[config.mk]
export PLATFORM = sky130hd
export DESIGN_NAME = fifo_stream_reader
export DESIGN_NICKNAME = d
export VERILOG_FILES = /design/src/rtl/fifo_stream_reader.sv
export SDC_FILE = /design/constraint.sdc
export NUM_CORES = 1
export LEC_CHECK = 0
export BUFFER_PORTS_ARGS = -buffer_cell sky130_fd_sc_hd__buf_4
export CAP_MARGIN = 20
export CORE_MARGIN = 10
export CORE_UTILIZATION = 40
export DETAILED_ROUTE_END_ITERATION = 16
export GPL_TIMING_DRIVEN = 0
export MAX_ROUTING_LAYER = met4
export PLACE_DENSITY = 0.69
export SETUP_SLACK_MARGIN = 0.5
export SYNTH_ARGS = -nofsm -noshare
export SYNTH_HDL_FRONTEND = slang
export SYNTH_SLANG_ARGS = --single-unit
[constraint.sdc]
create_clock -name clk -period 2.3 [get_ports clk]
set_clock_uncertainty 0.05 [all_clocks]
set_input_delay 0.345 -clock clk [delete_from_list [all_inputs] [get_ports clk]]
set_output_delay 0.345 -clock clk [all_outputs]
set_load 0.05 [all_outputs]
[src/rtl/fifo_stream_reader.sv]
// Read-side master for the synchronous FIFO. It turns the FIFO's one-cycle read latency
// into a registered valid/ready stream, using a 2-entry skid buffer.
module fifo_stream_reader #(
    parameter int FIFO_WIDTH = 16,
    parameter int CNT_WIDTH  = 16
) (
    input  logic                  clk,
    input  logic                  rst_n,
    input  logic                  en,
    output logic                  fifo_rd_en,
    input  logic [FIFO_WIDTH-1:0] fifo_data_out,
    input  logic                  fifo_empty,
    input  logic                  fifo_underflow,
    output logic                  m_valid,
    output logic [FIFO_WIDTH-1:0] m_data,
    input  logic                  m_ready,
    output logic [CNT_WIDTH-1:0]  rd_count,
    output logic                  underflow_err
);

    logic [1:0]            occ_q, occ_d;
    logic                  inflight_q;
    logic [FIFO_WIDTH-1:0] head_q, head_d;
    logic [FIFO_WIDTH-1:0] tail_q, tail_d;
    logic [CNT_WIDTH-1:0]  cnt_q, cnt_d;
    logic                  uerr_q, uerr_d;

    logic       pop;
    logic       capture;
    logic [2:0] pending;

    assign pop     = (occ_q != 2'd0) & m_ready;
    assign capture = inflight_q;
    assign pending = {1'b0, occ_q} + {2'b00, inflight_q} - {2'b00, pop};

    // Reset gates the request directly so no read is issued while the buffer is held clear.
    assign fifo_rd_en = rst_n & en & ~fifo_empty & (pending < 3'd2);

    always_comb begin
        occ_d  = occ_q;
        head_d = head_q;
        tail_d = tail_q;
        case ({capture, pop})
            2'b10: begin
                occ_d = occ_q + 2'd1;
                if (occ_q == 2'd0) begin
                    head_d = fifo_data_out;
                end else begin
                    tail_d = fifo_data_out;
                end
            end
            2'b01: begin
                occ_d  = occ_q - 2'd1;
                head_d = tail_q;
            end
            2'b11: begin
                if (occ_q == 2'd1) begin
                    head_d = fifo_data_out;
                end else begin
                    head_d = tail_q;
                    tail_d = fifo_data_out;
                end
            end
            default: ;
        endcase
        cnt_d  = cnt_q + CNT_WIDTH'(pop);
        uerr_d = uerr_q | fifo_underflow;
    end

    always_ff @(posedge clk or negedge rst_n) begin
        if (!rst_n) begin
            occ_q      <= 2'd0;
            inflight_q <= 1'b0;
            head_q     <= '0;
            tail_q     <= '0;
            cnt_q      <= '0;
            uerr_q     <= 1'b0;
        end else begin
            occ_q      <= occ_d;
            inflight_q <= fifo_rd_en;
            head_q     <= head_d;
            tail_q     <= tail_d;
            cnt_q      <= cnt_d;
            uerr_q     <= uerr_d;
        end
    end

    assign m_valid       = (occ_q != 2'd0);
    assign m_data        = head_q;
    assign rd_count      = cnt_q;
    assign underflow_err = uerr_q;

    // The issue rule keeps occ + inflight <= 2, so a capture without a pop never meets a full buffer.
    a_no_overflow: assert property (@(posedge clk) disable iff (!rst_n)
        !(capture && !pop && occ_q == 2'd2));

endmodule

### Word-level counts from Yosys, hierarchy flattened

Cells that the tools add are included.
W data, S select, Z words.

| storage, ports and cells | value |
|---|---|
| register bits | 52 |
| output and inout port bits | 35 |
| bits of input ports | 22 |

| operators by class | value |
|---|---|
| bitwise gates (word level) | 6 |
| mux-type cells | 7 |
| magnitude comparators | 1 |
| eq/ne operators | 7 |
| reduce and logical (&&, ||, !) cells | 7 |
| add/sub/neg operators | 5 |

Operator list:

| cell | number |
|---|---|
| $mux W16 | 4 |
| $pmux W16 S3 | 1 |
| $pmux W16 S2 | 1 |
| $add A16 B1 Y16 | 1 |
| $ne A2 B2 Y1 const B | 3 |
| $reduce_bool A2 Y1 | 3 |
| $and A1 B1 Y1 | 4 |
| $eq A2 B1 Y1 const B | 2 |
| $eq A2 B2 Y1 const B | 2 |
| $pmux W2 S2 | 1 |
| $add A2 B1 Y3 | 1 |
| $lt A3 B2 Y1 const B | 1 |
| $reduce_and A3 Y1 | 1 |
| $reduce_bool A3 Y1 | 1 |
| $sub A3 B1 Y3 | 1 |
| $add A2 B1 Y2 const B | 1 |
| $logic_not A2 Y1 | 1 |
| $reduce_and A2 Y1 | 1 |
| $sub A2 B1 Y2 const B | 1 |
| $not A1 Y1 | 1 |
| $or A1 B1 Y1 | 1 |

### Longest topological paths before layout

Gate-level depths: netlist of the first run.

| depth | value |
|---|---|
| depth after elaboration | 5 |
| gate-level depth with buffers | 10 |

### Least setup slack after synthesis of the first run

No wires, ideal clock.

| timing | value |
|---|---|
| path type | register to output |
| start | reg occ_q[1] |
| end | out fifo_rd_en |
| slack | -0.752 ns |
| stages on the path, launching flop included | 9 |
| required time | 1.905 ns |
| arrival | 2.657 ns |
| path buffers | 0 |
| cell sequence | dfrtp_1 > inv_1 > ha_1 > nand2b_2 > ha_1 > nand2b_1 > fa_1 > nand4b_1 > nor2_1 |

| on the way | value |
|---|---|
| word-level cells in the longest chain between the ends | 5 |
| elaborated cells on any way between the ends | 6 |
| classes of those cells | add/sub: 2; order compare: 1; bitwise: 2; reduce/logical: 1 |

RTL lines:

| element | RTL line | text |
|---|---|---|
| from (decl) | 21 | `logic [1:0] occ_q, occ_d;` |
| from (signal assigned) | 72 | `occ_q <= 2'd0;` |
| from (signal assigned) | 79 | `occ_q <= occ_d;` |
| branches (longest 2 deep; another with $add A2 B1 Y3) | n/a |  |
| $sub A3 B1 Y3 * | 34 | `assign pending = {1'b0, occ_q} + {2'b00, inflight_q} - {2'b00, pop};` |
| $lt A3 B2 Y1 * | 37 | `assign fifo_rd_en = rst_n & en & ~fifo_empty & (pending < 3'd2);` |
| $and A1 B1 Y1 * | 37 |  |
| to (decl) | 10 | `output logic fifo_rd_en,` |

Mark *: on every way between the ends.

### Worst setup path in the final report of the first run

Same ends and word-level chain as after synthesis.

==> reports/metrics.csv, run 1 <==
metric;value;unit
outcome;complete, but fails checks;
violations;setup timing;
ys_top_cells_by_area;dfrtp_1 (57%), mux2_2 (7.9%), mux2i_1 (7.1%), xnor2_1 (4.2%), o21ai_0 (3.5%);
peakVddDrop;0.777;mV
leakage;1.69;nW
wl;5500;microns
track_usage;0.124;
die_w;95.3;microns
fp.dieH;95.3;microns
routedWlPerCell;16.1;microns
final_util;0.624;
dp_slack;-352;ps
worst_slack;-457;ps
path_clk_slew;100;ps
r2r-end;capture;
ys_types;25;
power_density;1320;nW/um^2
cts_tree;done;
worst_pin_slew;670;ps
gr-total-overflow;0;
grt_first_pass_wirelength;8780;microns
grt_pass1_vias;1810;
ys_warn_count;0;
drc;0;
drive_above_1_share;0.530;
cts_buffers;5;
power.internal;2.68;mW
htree_levels;2;
yosysTopAreaCell;dfrtp_1;
firstDrtPassIters;4;
setup_viol;1;
synth_edf_count;0;
endpoint_kind;output port;
p_comb_frac;0.529;
r2r-start;occ_q[1];
cts-root-buf;clkbuf_8;
hold_slack;16.0;ps
synth_area;2270;sq um
die-area;9080;sq um
diodes;0;
hold_viol_final;0;
cts_buffer_depth;2;
cp.required;1900;ps
core_area;5510;sq um
seq_area_frac_synth;0.574;
start_kind;register;
path_class;register to output port;
arrival;2360;ps
postSynthAreaPerCell;12.5;sq um
final.min_clock_period;2760;ps
drv_slew;0;
vias;1658;
period_share;1.20;
place_congestion;0.715;
crit_fanout;2;
net-switching-power;1.87;mW
fmax;363;MHz
pin_count;57;
ys_ff_latch;52;
cts_num_sinks;52;
post-synth-top-count-cell;dfrtp_1;
rsz0062_at_grt;yes;
clockPowerShare;0.145;
detail-route-antenna-nets;0;
max-slew-margin-rel;0.553;
drt_iter0_drc;86;
p_sw_frac;0.411;
insertion_delay;300;ps
cap_violations;0;
area_growth;51.4;%
synth_top_area_share;0.574;
antenna_found_initial;0;
r2r_slack;270;ps
synth_cells;182;
share_seq_of_total_power;0.326;
start_util;0.412;
nets;297;
async_reset_ff_frac;1.00;
hp-class;primary input to asynchronous set/reset pin;
reg2reg_depth;8;
post_drt_via_cell_ratio;4.85;
synth_ff_type;dfrtp_1;
setup_tns;-457;ps
synth_nets;210;
numPortBuffers;56;
grt_start_max_net_pins;54;
rows;27;
dp_hpwl;3610;microns
synthTopCellsByCount;dfrtp_1 (52), nand2_1 (20), mux2_2 (16), mux2i_1 (16), o21ai_0 (16);
-- metal layers --
metal | up-vias | wire length [microns] | track usage
met2 | 29 | 2870 | 0.199
met5 | - | 0 | -
met1 | 838 | 2340 | 0.150
li1 | 789 | - | -
met3 | 2 | 266 | 0.0338
met4 | 0 | 23 | 0.0337
-- per-stage QoR --
step / power, mW / instances / instance area [sq um]
floorplan: 2.91 / 182 / 2360
detailed placement: 3.48 / 310 / 2870
finish: 4.55 / 342 / 3430
CTS: 4.33 / 331 / 3230
global route: 4.82 / 342 / 3430
global placement: 3.44 / 310 / 2870
-- worst max-delay path, stage by stage (launching register included) --
cell and delay (ps):
dfrtp_2 420, inv_2 80, ha_4 130, nand2b_4 130, ha_4 190, nand2b_4 140
fa_1 500, nand4b_1 150, nor2_4 160, buf_8 160
-- kinds of logic after synthesis --
kind of cell	after synthesis	synth area share
and+or+nand+nor	46	0.102
adders and majority gates	6	0.0364
muxes	32	0.150
buffers and inverters	10	0.0254
AOI/OAI and AO/OA	19	0.0469
DFF	52	0.574
xor gates and xnor gates	17	0.0656
-- flip-flops by register name (all words and copies together), names as in the netlist --
name and flops:
occ_q 2, capture 1, underflow_err 1, rd_count 16, tail_q 16, m_data 16
-- placed cells by master (no fill, tap or decap), types with 2 or more instances in the layout --
cell type,n
ha_4,5
nand3_2,5
dfrtp_1,50
inv_2,2
and3_1,4
mux2i_1,15
nand2b_4,2
nand3_1,3
dfrtp_2,2
buf_8,2
xnor2_1,10
nand2_1,19
buf_12,3
buf_6,4
xor2_1,5
buf_4,75
clkbuf_8,6
o21ai_1,16
mux2_4,16
and3_4,5
-- power groups by stage --
stage,sequential (mW),clock (mW),combinational (mW)
after global placement,1.49,0,1.95
after floorplan,2.07,0,0.839
after global routing,1.53,0.719,2.58
after detailed placement,1.49,0,1.99
after CTS,1.47,0.678,2.18
final,1.48,0.659,2.40
-- layout make-up --
class	instances	area, sq um
well taps	72	90.1
multi-input cells	120	1150
flip-flops and latches	52	1300
clock buffers	6	82.6
repair buffers	80	682
plain buffers	6	68.8
inverters	4	17.5
clock inverters	2	38.8
fillers	466	2070
-- how the worst max path moves through the flow --
| stage | startpoint | end |
|---|---|---|
| floorplan | occ_q[0] | fifo_rd_en |
| CTS | occ_q[1] | fifo_rd_en |
| global placement | occ_q[0] | fifo_rd_en |
| finish | occ_q[1] | fifo_rd_en |
| detailed placement | occ_q[0] | fifo_rd_en |
| global route | occ_q[1] | fifo_rd_en |
-- what timing repair did --
action | in CTS | in global routing
setup endpoints to repair | 45 | 43
cloned | 1 | 1
endpoints found under the hold margin | 0 | 0
resized for setup | 26 | 37
pin swaps | 8 | 8
buffers inserted | 12 | 10
hold buffers | 0 | 0
(Power assumes the default switching activity.)
==> inputs of run 2 (changes only) <==
Settings changed: REMOVE_ABC_BUFFERS from default to 1.
==> reports/metrics.csv, run 2 (synthesized netlist as in run 1, its figures left out) <==
metric;value;unit;change
outcome;complete, but fails checks;;unchanged
violations;setup timing;;unchanged
drt_iter0_drc;27;;was 86
arrival;2330;ps;was 2360 ps
hold_viol_final;0;;unchanged
worst_slack;-428;ps;was -457 ps
post_drt_via_cell_ratio;4.77;;was 4.85
hp-class;primary input to asynchronous set/reset pin;;unchanged
die_w;95.3;microns;unchanged
share_seq_of_total_power;0.329;;was 0.326
htree_levels;2;;unchanged
period_share;1.19;;was 1.20
most-common-layout-cells;buf_4 (70), dfrtp_1 (52), nand2_1 (19), mux2_4 (16);;was buf_4 (75), dfrtp_1 (50), nand2_1 (19), o21ai_1 (16), mux2_4 (16)
firstDrtPassIters;4;;unchanged
nets;293;;was 297
clockPowerShare;0.137;;was 0.145
crit_fanout;2;;unchanged
cp.required;1900;ps;about the same
core_area;5510;sq um;unchanged
diodes;0;;unchanged
crit_buf_inv;2;;unchanged
area_growth;47.9;%;was 51.4%
dp_slack;-606;ps;was -352 ps
wl;5390;microns;was 5500 microns
vias;1612;;was 1658
p_comb_frac;0.534;;was 0.529
rsz0062_at_grt;yes;;unchanged
grt_first_pass_wirelength;8550;microns;was 8780 microns
setup_viol;1;;unchanged
worst_pin_slew;675;ps;was 670 ps
pin_count;57;;unchanged
power.internal;2.62;mW;was 2.68 mW
cts_num_sinks;52;;unchanged
power_density;1330;nW/um^2;was 1320 nW/um^2
numPortBuffers;56;;unchanged
max-slew-margin-rel;0.550;;was 0.553
start_kind;register;;unchanged
nFillCells;452;;was 466
dp_hpwl;3300;microns;was 3610 microns
die-area;9080;sq um;unchanged
net-switching-power;1.86;mW;was 1.87 mW
start_util;0.412;;unchanged
grt_start_max_net_pins;54;;unchanged
cap_violations;0;;unchanged
detail-route-antenna-nets;0;;unchanged
hold_buffers;0;;unchanged
track_usage;0.122;;was 0.124
path_delay_family;adder cells;;unchanged
grt_pass1_vias;1721;;was 1810
cts_buffer_depth;2;;unchanged
antenna_found_initial;0;;unchanged
cts-root-buf;clkbuf_8;;unchanged
cts_tree;done;;unchanged
rows;27;;unchanged
gr-total-overflow;0;;unchanged
fp.dieH;95.3;microns;unchanged
fmax;367;MHz;was 363 MHz
place_congestion;0.734;;was 0.715
path_class;register to output port;;unchanged
leakage;1.65;nW;was 1.69 nW
path_clk_slew;90;ps;was 100 ps
slowest_delay;510;ps;was 500 ps
final.min_clock_period;2730;ps;was 2760 ps
p_sw_frac;0.415;;was 0.411
routedWlPerCell;15.9;microns;was 16.1 microns
cts_buffers;5;;unchanged
mostFrequentLayoutCell;buf_4;;unchanged
slowest_stage;fa_1;;unchanged
totalPowerFinal;4.47;mW;was 4.55 mW
drv_slew;0;;unchanged
endpoint_kind;output port;;unchanged
drive_above_1_share;0.515;;was 0.530
crit_chain;inv_2, ha_4, nand2b_4, ha_4, nand2b_4, fa_1, nand4b_1, nor2_2, buf_6;;was inv_2, ha_4, nand2b_4, ha_4, nand2b_4, fa_1, nand4b_1, nor2_4, buf_8
drc;0;;unchanged
insertion_delay;300;ps;about the same
peakVddDrop;0.718;mV;was 0.777 mV
==> run 2: final cells by class <==
| cell class | instances | area [sq um] | share of cell area |
|---|---|---|---|
| Sequential cell | 52 | 1300 | 0.388 |
| Multi-Input combinational cell | 121 | 1160 | 0.347 |
| Timing Repair Buffer | 81 | 669 | 0.200 |
| Tap cell | 72 | 90.1 | 0.0269 |
| Clock buffer | 5 | 68.8 | 0.0205 |
| Clock inverter | 3 | 42.5 | 0.0127 |
| Inverter | 4 | 17.5 | 0.00522 |
==> run 2: power by group through the flow <==
stage          sequential (mW)  clock [mW]  combinational (mW)
4_1_cts                   1.46       0.639                2.21
5_1_grt                   1.51       0.664                2.55
3_5_place_dp              1.47           0                1.82
6_report                  1.47       0.615                2.39
3_3_place_gp              1.46           0                1.77
2_1_floorplan             2.06           0               0.680
==> run 2: repair_timing <==
action / 4_1_cts / 5_1_grt
pin swaps: 5 / 3
setup endpoints to repair: 50 / 42
buffers inserted: 14 / 9
resized for setup: 59 / 21
cloned: 1 / 1
==> run 2: path summary, 6_finish.rpt <==
path | start | to | slack (ps) | depth (start not counted)
min in group clk | fifo_underflow | underflow_err | 190 | 2
min | rst_n | underflow_err | 20 | 1
max | occ_q[1] | fifo_rd_en | -430 | 9
max in group asynchronous | rst_n | m_data[4] | 1720 | 1
min reg2reg | underflow_err | underflow_err | 420 | 1
max reg2reg | occ_q[1] | capture | 320 | 8
==> run 2: metrics by stage <==
step	instances	hold WS [ps]	util	TNS, ps	cell area, sq um
floorplan	176	-0.591	-	-3400	2230
global placement	304	377	0.497	-13910	2740
detailed placement	305	380	0.500	-1240	2750
CTS	328	45.6	0.579	-434	3190
global route	338	56.8	0.609	-546	3350
finish	338	21.0	0.609	-428	3350
==> run 2: metal layers <==
metal	track usage	wire length [microns]
met4	0.0337	41
met1	0.134	2320
met5	-	0
met3	0.0353	282
met2	0.210	2750
==> run 2: worst register-to-register path: cells and delay by family (launching register included) <==
kind / cells / cell delay (ps)
DFF: 1 / 370
buffers and inverters: 1 / 60
adders and majority gates: 3 / 880
and+or+nand+nor: 4 / 550
